**config.mk**
```make
export PLATFORM = sky130hd
export DESIGN_NAME = aging_pattern_gen
export DESIGN_NICKNAME = d
export VERILOG_FILES = /design/src/rtl/aging_pattern_gen.sv
export SDC_FILE = /design/constraint.sdc
export NUM_CORES = 1
export LEC_CHECK = 0
export BUFFER_PORTS_ARGS = -buffer_cell sky130_fd_sc_hd__buf_4
export CORE_MARGIN = 2
export CORE_UTILIZATION = 45
export CTS_BUF_LIST = sky130_fd_sc_hd__clkbuf_8 sky130_fd_sc_hd__clkbuf_16
export DETAILED_ROUTE_END_ITERATION = 6
export GPL_ROUTABILITY_DRIVEN = 0
export PLACE_DENSITY = 0.73
export SLEW_MARGIN = 20
export SYNTH_ARGS = -nofsm -noshare
export SYNTH_HDL_FRONTEND = slang
export SYNTH_SLANG_ARGS = --single-unit
```
**constraint.sdc**
```tcl
create_clock -name clk -period 2.3 [get_ports clk]
set_input_delay 0.69 -clock clk [delete_from_list [all_inputs] [get_ports clk]]
set_output_delay 0.69 -clock clk [all_outputs]
set_load 0.1 [all_outputs]
```
**src/rtl/aging_pattern_gen.sv**
```systemverilog
// aging_pattern_gen: burn-in raster source cycling 8 test patterns onto a {vsync,hsync,den,RGB} stream
module aging_pattern_gen #(
  parameter int H_ACTIVE       = 640,
  parameter int H_FP           = 16,
  parameter int H_SYNC         = 96,
  parameter int H_BP           = 48,
  parameter int V_ACTIVE       = 480,
  parameter int V_FP           = 10,
  parameter int V_SYNC         = 2,
  parameter int V_BP           = 33,
  parameter int FRAMES_PER_PAT = 60,
  parameter int CHK_SHIFT      = 4
) (
  input  logic        clk,
  input  logic        rst,
  input  logic        en,
  input  logic        auto_mode,
  input  logic [2:0]  pat_sel,
  output logic [26:0] DPo,
  output logic [2:0]  pat_idx,
  output logic        frame_end
);
  localparam int H_TOTAL = H_ACTIVE + H_FP + H_SYNC + H_BP;
  localparam int V_TOTAL = V_ACTIVE + V_FP + V_SYNC + V_BP;
  localparam int HW  = $clog2(H_TOTAL);
  localparam int VW  = $clog2(V_TOTAL);
  localparam int FW  = $clog2(FRAMES_PER_PAT + 1);
  localparam int BW  = H_ACTIVE / 8;
  localparam int BCW = $clog2(BW + 1);
  localparam logic [HW-1:0]  H_LAST = HW'(H_TOTAL - 1);
  localparam logic [HW-1:0]  H_ACT  = HW'(H_ACTIVE);
  localparam logic [HW-1:0]  HS0    = HW'(H_ACTIVE + H_FP);
  localparam logic [HW-1:0]  HS1    = HW'(H_ACTIVE + H_FP + H_SYNC);
  localparam logic [VW-1:0]  V_LAST = VW'(V_TOTAL - 1);
  localparam logic [VW-1:0]  V_ACT  = VW'(V_ACTIVE);
  localparam logic [VW-1:0]  VS0    = VW'(V_ACTIVE + V_FP);
  localparam logic [VW-1:0]  VS1    = VW'(V_ACTIVE + V_FP + V_SYNC);
  localparam logic [FW-1:0]  F_LAST = FW'(FRAMES_PER_PAT - 1);
  localparam logic [BCW-1:0] B_LAST = BCW'(BW - 1);

  logic [HW-1:0]  h_cnt, hc;
  logic [VW-1:0]  v_cnt, vc;
  logic [BCW-1:0] bar_px;
  logic [2:0]     bar, pat, pat_nxt;
  logic [FW-1:0]  fcnt, fcnt_nxt;
  logic           h_last, v_last, boundary, den, hs, vs;
  logic [7:0]     x8;
  logic [23:0]    rgb;

  assign h_last   = h_cnt == H_LAST;
  assign v_last   = v_cnt == V_LAST;
  assign boundary = en && h_last && v_last;

  // bar_px/bar track the colour-bar position alongside h_cnt so no divider is needed
  always_ff @(posedge clk or posedge rst) begin
    if (rst) begin
      h_cnt  <= '0;
      v_cnt  <= '0;
      bar_px <= '0;
      bar    <= '0;
    end else if (!en) begin
      h_cnt  <= '0;
      v_cnt  <= '0;
      bar_px <= '0;
      bar    <= '0;
    end else begin
      h_cnt  <= h_last ? '0 : h_cnt + 1'b1;
      if (h_last) v_cnt <= v_last ? '0 : v_cnt + 1'b1;
      bar_px <= (h_last || bar_px == B_LAST) ? '0 : bar_px + 1'b1;
      bar    <= h_last ? '0 : bar + 3'(bar_px == B_LAST);
    end
  end

  always_ff @(posedge clk or posedge rst) begin
    if (rst) begin
      pat  <= '0;
      fcnt <= '0;
    end else begin
      pat  <= pat_nxt;
      fcnt <= fcnt_nxt;
    end
  end

  always_comb begin
    fcnt_nxt = (!auto_mode || (boundary && fcnt == F_LAST)) ? '0 : fcnt + FW'(boundary);
    pat_nxt  = !boundary ? pat : !auto_mode ? pat_sel : (fcnt == F_LAST) ? pat + 3'd1 : pat;
  end

  always_comb begin
    den = h_cnt < H_ACT && v_cnt < V_ACT;
    hs  = h_cnt >= HS0 && h_cnt < HS1;
    vs  = v_cnt >= VS0 && v_cnt < VS1;
    hc  = h_cnt >> CHK_SHIFT;
    vc  = v_cnt >> CHK_SHIFT;
    x8  = 8'(h_cnt);
    rgb = '0;
    case (pat)
      3'd1: rgb = 24'hFFFFFF;
      3'd2: rgb = 24'hFF0000;
      3'd3: rgb = 24'h00FF00;
      3'd4: rgb = 24'h0000FF;
      3'd5: rgb = {x8, x8, x8};
      3'd6: rgb = {{8{~bar[1]}}, {8{~bar[2]}}, {8{~bar[0]}}};
      3'd7: rgb = (hc[0] ^ vc[0]) ? 24'hFFFFFF : 24'h000000;
      default: rgb = '0;
    endcase
    if (!den) rgb = '0;
  end

  // pat_idx is registered with DPo so it names the pattern of the beat on the bus
  always_ff @(posedge clk or posedge rst) begin
    if (rst) begin
      DPo       <= '0;
      pat_idx   <= '0;
      frame_end <= 1'b0;
    end else begin
      DPo       <= en ? {vs, hs, den, rgb} : '0;
      pat_idx   <= pat;
      frame_end <= boundary;
    end
  end
endmodule

```
Word-level counts from Yosys, hierarchy flattened:

Index checks and enable logic that the tools add are counted.

* register bits: 70
* bits of input ports: 7
* word-level logic and storage cells: 64
* output and inout bits: 31

* equality and inequality tests: 13
* bitwise logic cells: 4
* $lt $le $gt $ge: 6
* muxes and demuxes: 16
* add/subtract/negate cells: 6
* reduce and logical (&&, ||, !) cells: 10

Operators with widths (count)
* 24-bit one-hot mux with 7 select lines: 1
* 10-bit two-way mux: 5
* 24-bit two-way mux: 2
* 27-bit two-way mux: 1
* 10-bit by 1-bit adder with 10-bit output, second input constant: 2
* 10-bit equality test, second input constant: 2
* 10-bit < comparator, second input constant: 2
* 10-bit by 9-bit < comparator with 1-bit output, second input constant: 2
* 7-bit two-way mux: 2
* 3-bit equality test, second input constant: 4
* 3-bit two-way mux: 4
* 10-bit greater-or-equal comparator, second input constant: 1
* 10-bit by 9-bit greater-or-equal comparator with 1-bit output, second input constant: 1
* 7-bit by 1-bit adder with 7-bit output, second input constant: 1
* 7-bit equality test, second input constant: 1
* 6-bit by 1-bit adder with 6-bit output: 1
* 3-bit by 2-bit equality test with 1-bit output, second input constant: 2
* 6-bit equality test, second input constant: 1
* 1-bit logical AND: 6
* 6-bit two-way mux: 1
* 2-bit by 1-bit != test with 1-bit output, second input constant: 2
* 3-bit by 1-bit adder with 3-bit output: 1
* 3-bit by 1-bit adder with 3-bit output, second input constant: 1
* 3-bit by 1-bit equality test with 1-bit output, second input constant: 1
* other kinds (5): 8

Longest topological paths before layout:

Gate-level depths: netlist (run 1).

* depth after elaboration: 6
* depth in mapped cells: 9
* mapped depth without buffers: 9

Least setup slack after synthesis (run 1):

No wires, ideal clock.

* path type: register to register
* start point: register h_cnt[7]
* end point: register fcnt[4]
* clock period less this slack: 2.282 ns
* arrival: 2.162 ns
* path buffers: 1
* setup time: 0.120 ns
* required time: 2.180 ns
* stages on the path, launching flop included: 10
* path slack: 0.018 ns
* path through: dfrtp_1 -> or2_1 -> or3_1 -> buf_6 -> nor3_1 -> ha_1 -> ha_1 -> nand3_1 -> xor2_1 -> nor2_1

* cells in the longest elaborated chain, start to end: 6
* elaborated cells on any way between the ends: 7
* those cells by class: add/sub (1); eq/ne (1); mux (1); reduce/logical (4)

Ends and longest elaborated chain
* start: declaration: RTL line 41 `logic [HW-1:0] h_cnt, hc;`
* start signal: assignment: RTL line 67 `h_cnt <= h_last ? '0 : h_cnt + 1'b1;`
* 10-bit equality test (*): RTL line 50 `assign h_last = h_cnt == H_LAST;`
* 1-bit logical AND (*) (2 in series): RTL line 52 `assign boundary = en && h_last && v_last;`
* net boundary: RTL line 46 `logic h_last, v_last, boundary, den, hs, vs;`
* parallel branches: the longest is 2 deep, another holds 6-bit by 1-bit adder with 6-bit output
* 6-bit two-way mux (*): RTL line 85 `fcnt_nxt = (!auto_mode || (boundary && fcnt == F_LAST)) ? '0 : fcnt + FW'(boundary);`
* net fcnt_nxt[4]: RTL line 45 `logic [FW-1:0] fcnt, fcnt_nxt;`
* end signal: assignment: RTL line 80 `fcnt <= fcnt_nxt;`
* end: declaration: RTL line 45

Mark *: on every way through the listed nets, which the timed path passes.
A chain may end at the register's enable or synchronous reset.

Worst setup path after layout (run 1):

* start point: register h_cnt[6]
* end point: register v_cnt[7]

* cells in the longest elaborated chain, start to end: 2

Ends and longest elaborated chain
* 10-bit equality test: RTL line 50
* 2-bit by 1-bit != test with 1-bit output (no line)
* end signal: assignment: RTL line 68 `if (h_last) v_cnt <= v_last ? '0 : v_cnt + 1'b1;`
* end: declaration: RTL line 42 `logic [VW-1:0] v_cnt, vc;`

No other way between the ends.

==> flow_metrics.env, run 1 <==
export IMPL_timing_critical_path_required_ps=2580
export IMPL_synth_top_area_share_pct=55.6
export IMPL_dpl_cell_count=437
export IMPL_number_of_flops_mapped_to_enable_cells_by_yosys=0
export IMPL_clock_sinks=70
export IMPL_remaining_drc_errors=0
export IMPL_viasPerCell=5.17
export IMPL_vdd_drop_max_uv=305
export IMPL_die_ar_mm2=0.00769
export IMPL_totalWireLength_um=6060
export IMPL_diodes=0
export IMPL_drive_gt1_share_pct=20.4
export IMPL_synth_top_cells_by_area="sky130_fd_sc_hd__dfrtp_1, sky130_fd_sc_hd__ha_1, sky130_fd_sc_hd__a21oi_1"
export IMPL_worstSetupPathDepth=7
export IMPL_area_growth_syn_to_layout_pct=21.5
export IMPL_cts_inserted_buffers=9
export IMPL_outcome="finished clean"
export IMPL_grt_start_max_net_pins=54
export IMPL_slew_headroom_pct=64.2
export IMPL_endpoint_kind="register"
export IMPL_fin_nets=374
export IMPL_ctsLongestPathBuffers=2
export IMPL_timing_critical_path_buf_inv=2
export IMPL_setup_tns_ps=0
export IMPL_synth_main_ff_cell="sky130_fd_sc_hd__dfrtp_1"
export IMPL_finalCritPeriodShare_pct=93.1
export IMPL_finalSetupViolCount=0
export IMPL_synth_cell_type_count=45
export IMPL_cpMostUsedCell="sky130_fd_sc_hd__buf_4"
export IMPL_drt_pass1_iterations=4
export IMPL_critical_path_slowest_cell="sky130_fd_sc_hd__dfrtp_1"
export IMPL_sequential_share_of_the_synthesized_area_pct=55.6
export IMPL_worstRegToRegCells=7
export IMPL_power_per_cell_area_mw_per_mm2=673
export IMPL_setup_worst_path_end="v_cnt[7]$_DFFE_PP0P_"
export IMPL_post_route_min_period_ps=2140
export IMPL_grt_overflow=0
export IMPL_clock_skew_ps=7.74
export IMPL_tightest_hold_check_type="in -> async"
export IMPL_unrepaired_setup_endpoints_after_global_routing="no"
export IMPL_mappedNetlistNets=321
export IMPL_path_clk_slew_ps=80
export IMPL_antenna_found_initial=0
export IMPL_critical_path_max_stage_delay_ps=430
export IMPL_num_vias=2343
export IMPL_clkLatencyLatePin_ps=350
export IMPL_crit_reg2reg_capture="v_cnt[7]$_DFFE_PP0P_"
export IMPL_number_of_synthesized_register_bits=70
export IMPL_setup_reg_to_reg_worst_slack_ps=160
export IMPL_core_area_mm2=0.00679
export IMPL_wire_per_inst_um=13.4
export IMPL_critical_path_startpoint="h_cnt[6]$_DFF_PP0_"
export IMPL_critical_path_class="reg -> reg"
export IMPL_worst_endpoint_arrival_ps=2420
export IMPL_worstMarginPinSlew_ps=534
export IMPL_cp_cell_sequence="or2_1 > or3_1 > buf_4 > nor3b_4 > buf_4 > and3_1 > a221o_1"
export IMPL_grt_pass1_vias=2159
export IMPL_grt_total_usage_pct=17.6
export IMPL_postSynth_asyncResetShare_pct=100
export IMPL_root_buffer="sky130_fd_sc_hd__clkbuf_8"
export IMPL_tritoncts="built"
export IMPL_floorplan_initialDensity_pct=46.4
export IMPL_pwr_total_mw=2.58
export IMPL_p_leak_nw=1.77
export IMPL_total_number_of_placement_rows=30
export IMPL_achievable_frequency_mhz=467
export IMPL_io_buffers=37
export IMPL_detailed_place_hpwl_um=4220
export IMPL_grt_pass1_wl_um=10200
export IMPL_yosys_warnings=0
export IMPL_dieHeight_um=87.7
export IMPL_top_fanout_value_on_the_critical_path=7
export IMPL_reg2reg_from="h_cnt[6]$_DFF_PP0_"
export IMPL_fp_dieW_um=87.7
export IMPL_hold_ws_ps=333
export IMPL_cts_repair_timing_setup_buffer_count=0
export IMPL_post_synth_instance_area_mm2=0.00315
export IMPL_startpoint_type="register"
export IMPL_timing_final_max_slew_violations=0
export IMPL_drt_initial_drc_count=98
export IMPL_gate_count_after_technology_mapping=299
export IMPL_syn_mean_instance_area_um2=10.5
export IMPL_io_pins=38
export IMPL_critical_path_top_delay_family="simple AND/OR/NAND/NOR gates"
export IMPL_finalHoldViolCount=0
export IMPL_maxcap_violations=0
export IMPL_postRouteAntennaNets=0
export IMPL_h_tree_depth=3
export IMPL_finish_cell_count_without_fillers=453
export IMPL_cell_type_with_the_largest_total_area_after_synthesis="sky130_fd_sc_hd__dfrtp_1"
[area by class of cell]
cell class	count	area (um^2)
sequential	70	1750
multi-input combinational	209	1320
tap	96	120
clock buffer	9	124
clock inverter	7	80.1
inverter	12	48.8
timing repair buffer	50	388
fill	590	2960
[synth_stat cells, types with 2 or more instances]
cell,n
sky130_fd_sc_hd__nand3_1,11
sky130_fd_sc_hd__or2b_1,2
sky130_fd_sc_hd__a31oi_1,6
sky130_fd_sc_hd__dfrtp_1,70
sky130_fd_sc_hd__and2_1,8
sky130_fd_sc_hd__nor3_1,6
sky130_fd_sc_hd__nand4_1,8
sky130_fd_sc_hd__nor2_1,21
sky130_fd_sc_hd__nor4_1,2
sky130_fd_sc_hd__inv_1,12
sky130_fd_sc_hd__nand2b_1,3
sky130_fd_sc_hd__nor2b_1,4
sky130_fd_sc_hd__xnor2_1,8
sky130_fd_sc_hd__clkbuf_1,5
sky130_fd_sc_hd__and3_1,8
sky130_fd_sc_hd__or3_1,2
sky130_fd_sc_hd__ha_1,15
sky130_fd_sc_hd__o21ai_0,8
sky130_fd_sc_hd__and4_1,2
sky130_fd_sc_hd__a21oi_1,36
sky130_fd_sc_hd__xor2_1,10
sky130_fd_sc_hd__nand2_1,29
[cell families after synthesis]
family | count (synthesis) | synth area share (%)
DFF | 70 | 55.6
AOI/OAI and AO/OA | 61 | 11.2
and+or+nand+nor | 114 | 19.1
buffers and inverters | 20 | 2.78
xor gates and xnor gates | 18 | 5.00
adders and majority gates | 15 | 5.95
muxes | 1 | 0.357
[sequential cells by signal, indices dropped and copies added, names as in the netlist]
| signal | cells |
|---|---|
| h_cnt | 10 |
| pat | 3 |
| v_cnt | 10 |
| bar_px | 7 |
| pat_idx | 3 |
| bar | 3 |
| frame_end | 1 |
| DPo | 27 |
| fcnt | 6 |
[power by group]
| part | internal (mW) | leakage [nW] | switching (mW) |
|---|---|---|---|
| registers | 1.26 | 0.905 | 0.0146 |
| clock network | 0.513 | 0.0968 | 0.494 |
| logic | 0.0586 | 0.765 | 0.239 |
[layout by cell type (no fill, tap or decap), drive strengths merged, types with 8 or more instances in the layout]
cell type	n
a21oi	36
and2	8
and3	8
buf	50
clkbuf	9
dfrtp	70
ha	15
inv	14
nand2	29
nand3	11
nand4	8
nor2	21
o21ai	9
xnor2	8
xor2	10
[through the flow]
| stage | util (%) | instance area (um^2) | setup WS (ps) |
|---|---|---|---|
| after floorplan | - | 3160 | 18.1 |
| after global placement | 53.3 | 3620 | 236 |
| after detailed placement | 53.3 | 3620 | 175 |
| after CTS | 56.3 | 3820 | 158 |
| after global routing | 56.4 | 3830 | 12.2 |
| final | 56.4 | 3830 | 159 |
[worst min-delay path by stage]
stage                              from              endpoint
global placement    bar_px[0]$_DFF_PP0_   bar_px[0]$_DFF_PP0_
global route                        rst   frame_end$_DFF_PP0_
CTS                                 rst   frame_end$_DFF_PP0_
floorplan            pat[0]$_DFFE_PP0P_  pat_idx[0]$_DFF_PP0_
detailed placement  bar_px[0]$_DFF_PP0_   bar_px[0]$_DFF_PP0_
finish                              rst   frame_end$_DFF_PP0_
[layer usage]
layer | routed length [um] | up-vias | global-route usage [%]
met5 | 0 | - | 0
met4 | 102 | 0 | 7.97
met3 | 222 | 9 | 3.96
met2 | 2800 | 53 | 27.0
met1 | 2940 | 1129 | 23.9
li1 | - | 1152 | -
[what timing repair did]
action	in CTS	in global routing
endpoints found under the setup margin	0	2
resized for setup	0	1
hold buffers	0	0
Power figures use the tool's default switching activity.
==> run 2: changes to the inputs <==
--- a/config.mk
+++ b/config.mk
@@ -11,7 +11,7 @@
 export CTS_BUF_LIST = sky130_fd_sc_hd__clkbuf_8 sky130_fd_sc_hd__clkbuf_16
 export DETAILED_ROUTE_END_ITERATION = 6
 export GPL_ROUTABILITY_DRIVEN = 0
-export PLACE_DENSITY = 0.73
+export PLACE_DENSITY_LB_ADDON = 0.05
 export SLEW_MARGIN = 20
 export SYNTH_ARGS = -nofsm -noshare
 export SYNTH_HDL_FRONTEND = slang
==> flow_metrics.env, run 2 (synthesis gave the netlist of run 1 again) <==
export IMPL_outcome="finished clean"
export IMPL_setup_tns_ps=0
export IMPL_multi_input_area_mm2=0.00132
export IMPL_startpoint_type="register"
export IMPL_clock_sinks=70
export IMPL_root_buffer="sky130_fd_sc_hd__clkbuf_8"
export IMPL_worst_endpoint_arrival_ps=2370
export IMPL_cp_cell_sequence="ha_1 > and4_1 > nand4_1 > nor3_2 > ha_1 > ha_1 > nand3_1 > xor2_1 > nor2_1"
export IMPL_unrepaired_setup_endpoints_after_global_routing="no"
export IMPL_slew_headroom_pct=63.9
export IMPL_final_cell_mix="sky130_fd_sc_hd__dfrtp_1, sky130_fd_sc_hd__buf_4, sky130_fd_sc_hd__a21oi_1"
export IMPL_die_ar_mm2=0.00769
export IMPL_timing_critical_path_buf_inv=0
export IMPL_worstRegToRegCells=9
export IMPL_placed_cell_area_mm2=0.00367
export IMPL_drive_gt1_share_pct=22.0
export IMPL_endpoint_kind="register"
export IMPL_drt_pass1_iterations=4
export IMPL_critical_path_class="reg -> reg"
export IMPL_totalWireLength_um=6420
export IMPL_pwr_share_clk_pct=42.0
export IMPL_top_fanout_value_on_the_critical_path=5
export IMPL_p_leak_nw=1.82
export IMPL_wire_per_inst_um=13.9
export IMPL_clock_skew_ps=15.1
export IMPL_finalHoldViolCount=0
export IMPL_dpl_worst_slack_ps=117
export IMPL_h_tree_depth=3
export IMPL_antenna_found_initial=0
export IMPL_finalSetupViolCount=0
export IMPL_postRouteAntennaNets=0
export IMPL_finalCritPeriodShare_pct=90.9
export IMPL_cell_internal_pwr_mw=1.95
export IMPL_postLayoutSetupSlackWorst_ps=209
export IMPL_power_switching_share_pct=28.3
export IMPL_diodes=0
export IMPL_nFillCells=591
export IMPL_reg2reg_from="h_cnt[0]$_DFF_PP0_"
export IMPL_final_area_mm2=0.00392
export IMPL_grt_overflow=0
export IMPL_setup_worst_path_end="fcnt[4]$_DFF_PP0_"
export IMPL_viasPerCell=5.10
export IMPL_grt_pass1_wl_um=10600
export IMPL_critical_path_startpoint="h_cnt[0]$_DFF_PP0_"
export IMPL_grt_pass1_vias=2211
export IMPL_maxcap_violations=0
export IMPL_path_clk_slew_ps=90
export IMPL_grt_total_usage_pct=18.0
export IMPL_remaining_drc_errors=0
export IMPL_critical_path_top_delay_family="simple AND/OR/NAND/NOR gates"
export IMPL_pwr_total_mw=2.71
export IMPL_area_growth_syn_to_layout_pct=24.3
export IMPL_power_per_cell_area_mw_per_mm2=692
export IMPL_cpMostUsedCell="sky130_fd_sc_hd__ha_1"
export IMPL_vdd_drop_max_uv=520
export IMPL_total_number_of_placement_rows=30
export IMPL_fp_dieW_um=87.7
export IMPL_dieHeight_um=87.7
export IMPL_p_switching_uw=767
export IMPL_io_pins=38
export IMPL_seq_power_share_pct=47.0
export IMPL_tritoncts="built"
export IMPL_largest_register_ffs=27
export IMPL_detailed_place_hpwl_um=4380
export IMPL_tightest_hold_check_type="in -> async"
export IMPL_floorplan_initialDensity_pct=46.4
export IMPL_num_vias=2348
export IMPL_reg_top3="DPo: 27 flops, h_cnt: 10 flops, v_cnt: 10 flops"
export IMPL_core_area_mm2=0.00679
export IMPL_power_frac_comb_pct=11.0
export IMPL_drt_initial_drc_count=120
export IMPL_fin_nets=381
export IMPL_crit_reg2reg_capture="fcnt[4]$_DFF_PP0_"
export IMPL_mostFrequentLayoutCell="sky130_fd_sc_hd__dfrtp_1"
export IMPL_cts_inserted_buffers=9
export IMPL_max_flop_register="DPo"
export IMPL_timing_critical_path_required_ps=2580
export IMPL_ctsLongestPathBuffers=2
export IMPL_critical_path_slowest_cell="sky130_fd_sc_hd__dfrtp_1"
export IMPL_achievable_frequency_mhz=478
export IMPL_critical_path_max_stage_delay_ps=430
export IMPL_worstMarginPinSlew_ps=539
export IMPL_worstSetupPathDepth=9
export IMPL_clkLatencyLatePin_ps=350
export IMPL_seqCellArea_mm2=0.00175
export IMPL_post_route_min_period_ps=2090
export IMPL_timing_final_max_slew_violations=0
export IMPL_grt_start_max_net_pins=71
export IMPL_setup_reg_to_reg_worst_slack_ps=210
export IMPL_io_buffers=37
## run 2: changes by cell type in the layout (fill, tap and decap cells not counted)
| cell | delta |
|---|---|
| sky130_fd_sc_hd__buf_4 | +6 |
| sky130_fd_sc_hd__buf_12 | +1 |
| sky130_fd_sc_hd__bufinv_16 | +1 |
| sky130_fd_sc_hd__clkinv_4 | -1 |
| sky130_fd_sc_hd__clkinvlp_4 | -1 |
| sky130_fd_sc_hd__inv_6 | +1 |
## run 2: layout make-up
class                           count  area share (%)
Sequential cell                    70            44.7
Multi-Input combinational cell    209            33.6
Timing Repair Buffer               57            11.6
Clock buffer                        9            3.16
Tap cell                           96            3.07
Clock inverter                      7            2.62
Inverter                           12            1.25
## run 2: how the worst min path moves through the flow
stage | slack, ps | to | start
3_3_place_gp | 440 | bar_px[0]$_DFF_PP0_ | bar_px[0]$_DFF_PP0_
3_5_place_dp | 440 | bar_px[0]$_DFF_PP0_ | bar_px[0]$_DFF_PP0_
5_1_grt | 470 | pat[0]$_DFFE_PP0P_ | rst
2_1_floorplan | 420 | pat_idx[0]$_DFF_PP0_ | pat[0]$_DFFE_PP0P_
4_1_cts | 440 | pat_idx[1]$_DFF_PP0_ | rst
6_report | 430 | pat_idx[1]$_DFF_PP0_ | rst
## run 2: power by group through the flow
stage	sequential (mW)	combinational, mW	clock (mW)
after CTS	1.28	0.302	1.17
after detailed placement	1.30	0.302	0
after global routing	1.28	0.316	1.21
final	1.28	0.298	1.14
after global placement	1.30	0.301	0
after floorplan	1.46	0.0592	0
## run 2: worst min-delay path, stage by stage
cell	delay (ps)
sky130_fd_sc_hd__buf_4	120
sky130_fd_sc_hd__clkinvlp_4	70
sky130_fd_sc_hd__buf_12	320
## run 2: stage by stage
| stage | hold WS, ps | utilization (%) | cells |
|---|---|---|---|
| 3_3_place_gp | 442 | 54.0 | 443 |
| 5_1_grt | 474 | 57.7 | 460 |
| 3_5_place_dp | 443 | 54.0 | 443 |
| 4_1_cts | 444 | 57.3 | 459 |
| 2_1_floorplan | 424 | - | 299 |
| 6_report | 431 | 57.7 | 460 |
## run 2: layer usage
| metal | global-route usage [%] | up-vias | wire length, um |
|---|---|---|---|
| li1 | - | 1165 | - |
| met1 | 25.0 | 1128 | 3150 |
| met2 | 27.3 | 47 | 2900 |
| met3 | 3.58 | 8 | 264 |
| met4 | 8.39 | 0 | 102 |
| met5 | 0 | - | 0 |
## run 2: repair_timing
action                                  in CTS  in global routing
resized for setup                            0                  1
hold buffers                                 0                  0
buffers inserted                             0                  1
endpoints found under the setup margin       0                  3
==> run 3: changes to the inputs <==
--- a/config.mk
+++ b/config.mk
@@ -6,7 +6,7 @@
 export NUM_CORES = 1
 export LEC_CHECK = 0
 export BUFFER_PORTS_ARGS = -buffer_cell sky130_fd_sc_hd__buf_4
-export CORE_MARGIN = 2
+export CORE_MARGIN = 3
 export CORE_UTILIZATION = 45
 export CTS_BUF_LIST = sky130_fd_sc_hd__clkbuf_8 sky130_fd_sc_hd__clkbuf_16
 export DETAILED_ROUTE_END_ITERATION = 6
==> flow_metrics.env, run 3 (synthesis gave the netlist of run 1 again) <==
export IMPL_outcome="finished clean"
export IMPL_final_area_mm2=0.00392
export IMPL_path_clk_slew_ps=80
export IMPL_pwr_share_clk_pct=45.7
export IMPL_area_growth_syn_to_layout_pct=24.3
export IMPL_io_buffers=37
export IMPL_grt_pass1_vias=2272
export IMPL_drt_initial_drc_count=95
export IMPL_timing_critical_path_required_ps=2530
export IMPL_mostFrequentLayoutCell="sky130_fd_sc_hd__dfrtp_1"
export IMPL_dieHeight_um=89.7
export IMPL_totalWireLength_um=6560
export IMPL_p_leak_nw=1.82
export IMPL_reg_top3="DPo: 27 flops, h_cnt: 10 flops, v_cnt: 10 flops"
export IMPL_max_flop_register="DPo"
export IMPL_post_route_min_period_ps=2170
export IMPL_grt_total_usage_pct=18.1
export IMPL_power_switching_share_pct=25.7
export IMPL_total_number_of_placement_rows=29
export IMPL_fp_dieW_um=89.7
export IMPL_num_vias=2352
export IMPL_h_tree_depth=3
export IMPL_dpl_cell_count=436
export IMPL_drive_gt1_share_pct=21.4
export IMPL_cell_internal_pwr_mw=2.16
export IMPL_drt_pass1_iterations=4
export IMPL_core_area_mm2=0.00657
export IMPL_postLayoutSetupSlackWorst_ps=128
export IMPL_slew_headroom_pct=65.7
export IMPL_clkLatencyLatePin_ps=340
export IMPL_achievable_frequency_mhz=460
export IMPL_worstMarginPinSlew_ps=513
export IMPL_worst_endpoint_arrival_ps=2400
export IMPL_floorplan_initialDensity_pct=48.0
export IMPL_fin_nets=377
export IMPL_p_switching_uw=747
export IMPL_startpoint_type="register"
export IMPL_clock_sinks=70
export IMPL_fin_util_pct=59.6
export IMPL_finish_cell_count_without_fillers=453
export IMPL_timing_final_max_slew_violations=0
export IMPL_finalHoldViolCount=0
export IMPL_viasPerCell=5.19
export IMPL_io_pins=38
export IMPL_grt_pass1_wl_um=11000
export IMPL_diodes=0
export IMPL_endpoint_kind="register"
export IMPL_pwr_total_mw=2.90
export IMPL_cts_inserted_buffers=9
export IMPL_finalCritPeriodShare_pct=94.5
export IMPL_root_buffer="sky130_fd_sc_hd__clkbuf_8"
export IMPL_placed_cell_area_mm2=0.00363
export IMPL_tightest_hold_check_type="in -> async"
export IMPL_tritoncts="built"
export IMPL_wire_per_inst_um=14.5
export IMPL_antenna_found_initial=0
export IMPL_top_fanout_value_on_the_critical_path=4
export IMPL_largest_register_ffs=27
export IMPL_finalSetupViolCount=0
export IMPL_ctsLongestPathBuffers=2
export IMPL_remaining_drc_errors=0
export IMPL_seq_power_share_pct=43.9
export IMPL_detailed_place_hpwl_um=4560
export IMPL_vdd_drop_max_uv=325
export IMPL_critical_path_class="reg -> reg"
export IMPL_final_cell_mix="sky130_fd_sc_hd__dfrtp_1, sky130_fd_sc_hd__buf_4, sky130_fd_sc_hd__a21oi_1"
export IMPL_postCtsHoldBufs=0
export IMPL_grt_overflow=0
export IMPL_power_frac_comb_pct=10.4
export IMPL_maxcap_violations=0
export IMPL_postRouteAntennaNets=0
export IMPL_grt_start_max_net_pins=71
export IMPL_die_ar_mm2=0.00804
export IMPL_setup_reg_to_reg_worst_slack_ps=130
export IMPL_power_per_cell_area_mw_per_mm2=741
export IMPL_clock_skew_ps=7.57
export IMPL_dpl_worst_slack_ps=81.3
export IMPL_nFillCells=557
-- run 3: final cells by class --
type	instances	area, um^2	share of cell area (%)
Sequential cell	70	1750	44.7
Clock buffer	9	124	3.16
Tap cell	93	116	2.97
Inverter	12	48.8	1.25
Timing Repair Buffer	53	410	10.5
Clock inverter	7	146	3.74
Multi-Input combinational cell	209	1320	33.7
-- run 3: critical path, cell delays in order (launching register included) --
cell and delay [ps]:
sky130_fd_sc_hd__dfrtp_1 400, sky130_fd_sc_hd__ha_2 230, sky130_fd_sc_hd__and4_1 270, sky130_fd_sc_hd__nand4_1 180, sky130_fd_sc_hd__nor3_2 300, sky130_fd_sc_hd__ha_1 220, sky130_fd_sc_hd__ha_1 180, sky130_fd_sc_hd__nand3_1 100
sky130_fd_sc_hd__xor2_1 140, sky130_fd_sc_hd__nor2_1 50
-- run 3: per-stage QoR --
stage	TNS (ps)	hold slack, ps
2_1_floorplan	0	424
3_3_place_gp	0	443
3_5_place_dp	0	459
4_1_cts	0	457
5_1_grt	-6.07	474
6_report	0	437
-- run 3: metal layers --
layer	track usage [%]	vias to the layer above	share of wire (%)
met5	0	-	0
met2	28.2	55	46
li1	-	1156	-
met4	6.50	0	1.2
met3	3.65	6	4.7
met1	25.2	1135	48
-- run 3: timing repair --
action | 4_1_cts | 5_1_grt
gates resized for setup | 0 | 2
setup buffers | 0 | 1
setup endpoints to repair | 0 | 5
-- run 3: final timing paths --
path / start / to / cells past startpoint
max: h_cnt[1]$_DFF_PP0_ / fcnt[4]$_DFF_PP0_ / 9
min reg2reg: bar_px[0]$_DFF_PP0_ / bar_px[0]$_DFF_PP0_ / 1
min in group clk: bar_px[0]$_DFF_PP0_ / bar_px[0]$_DFF_PP0_ / 1
min: rst / frame_end$_DFF_PP0_ / 3
max reg2reg: h_cnt[1]$_DFF_PP0_ / fcnt[4]$_DFF_PP0_ / 9
max in group asynchronous: rst / v_cnt[6]$_DFFE_PP0P_ / 3
-- run 3: power by group through the flow --
stage | combinational (mW) | clock (mW) | sequential, mW
finish | 0.301 | 1.33 | 1.27
floorplan | 0.0592 | 0 | 1.46
global placement | 0.300 | 0 | 1.30
CTS | 0.302 | 1.34 | 1.27
detailed placement | 0.302 | 0 | 1.30
global route | 0.321 | 1.39 | 1.28
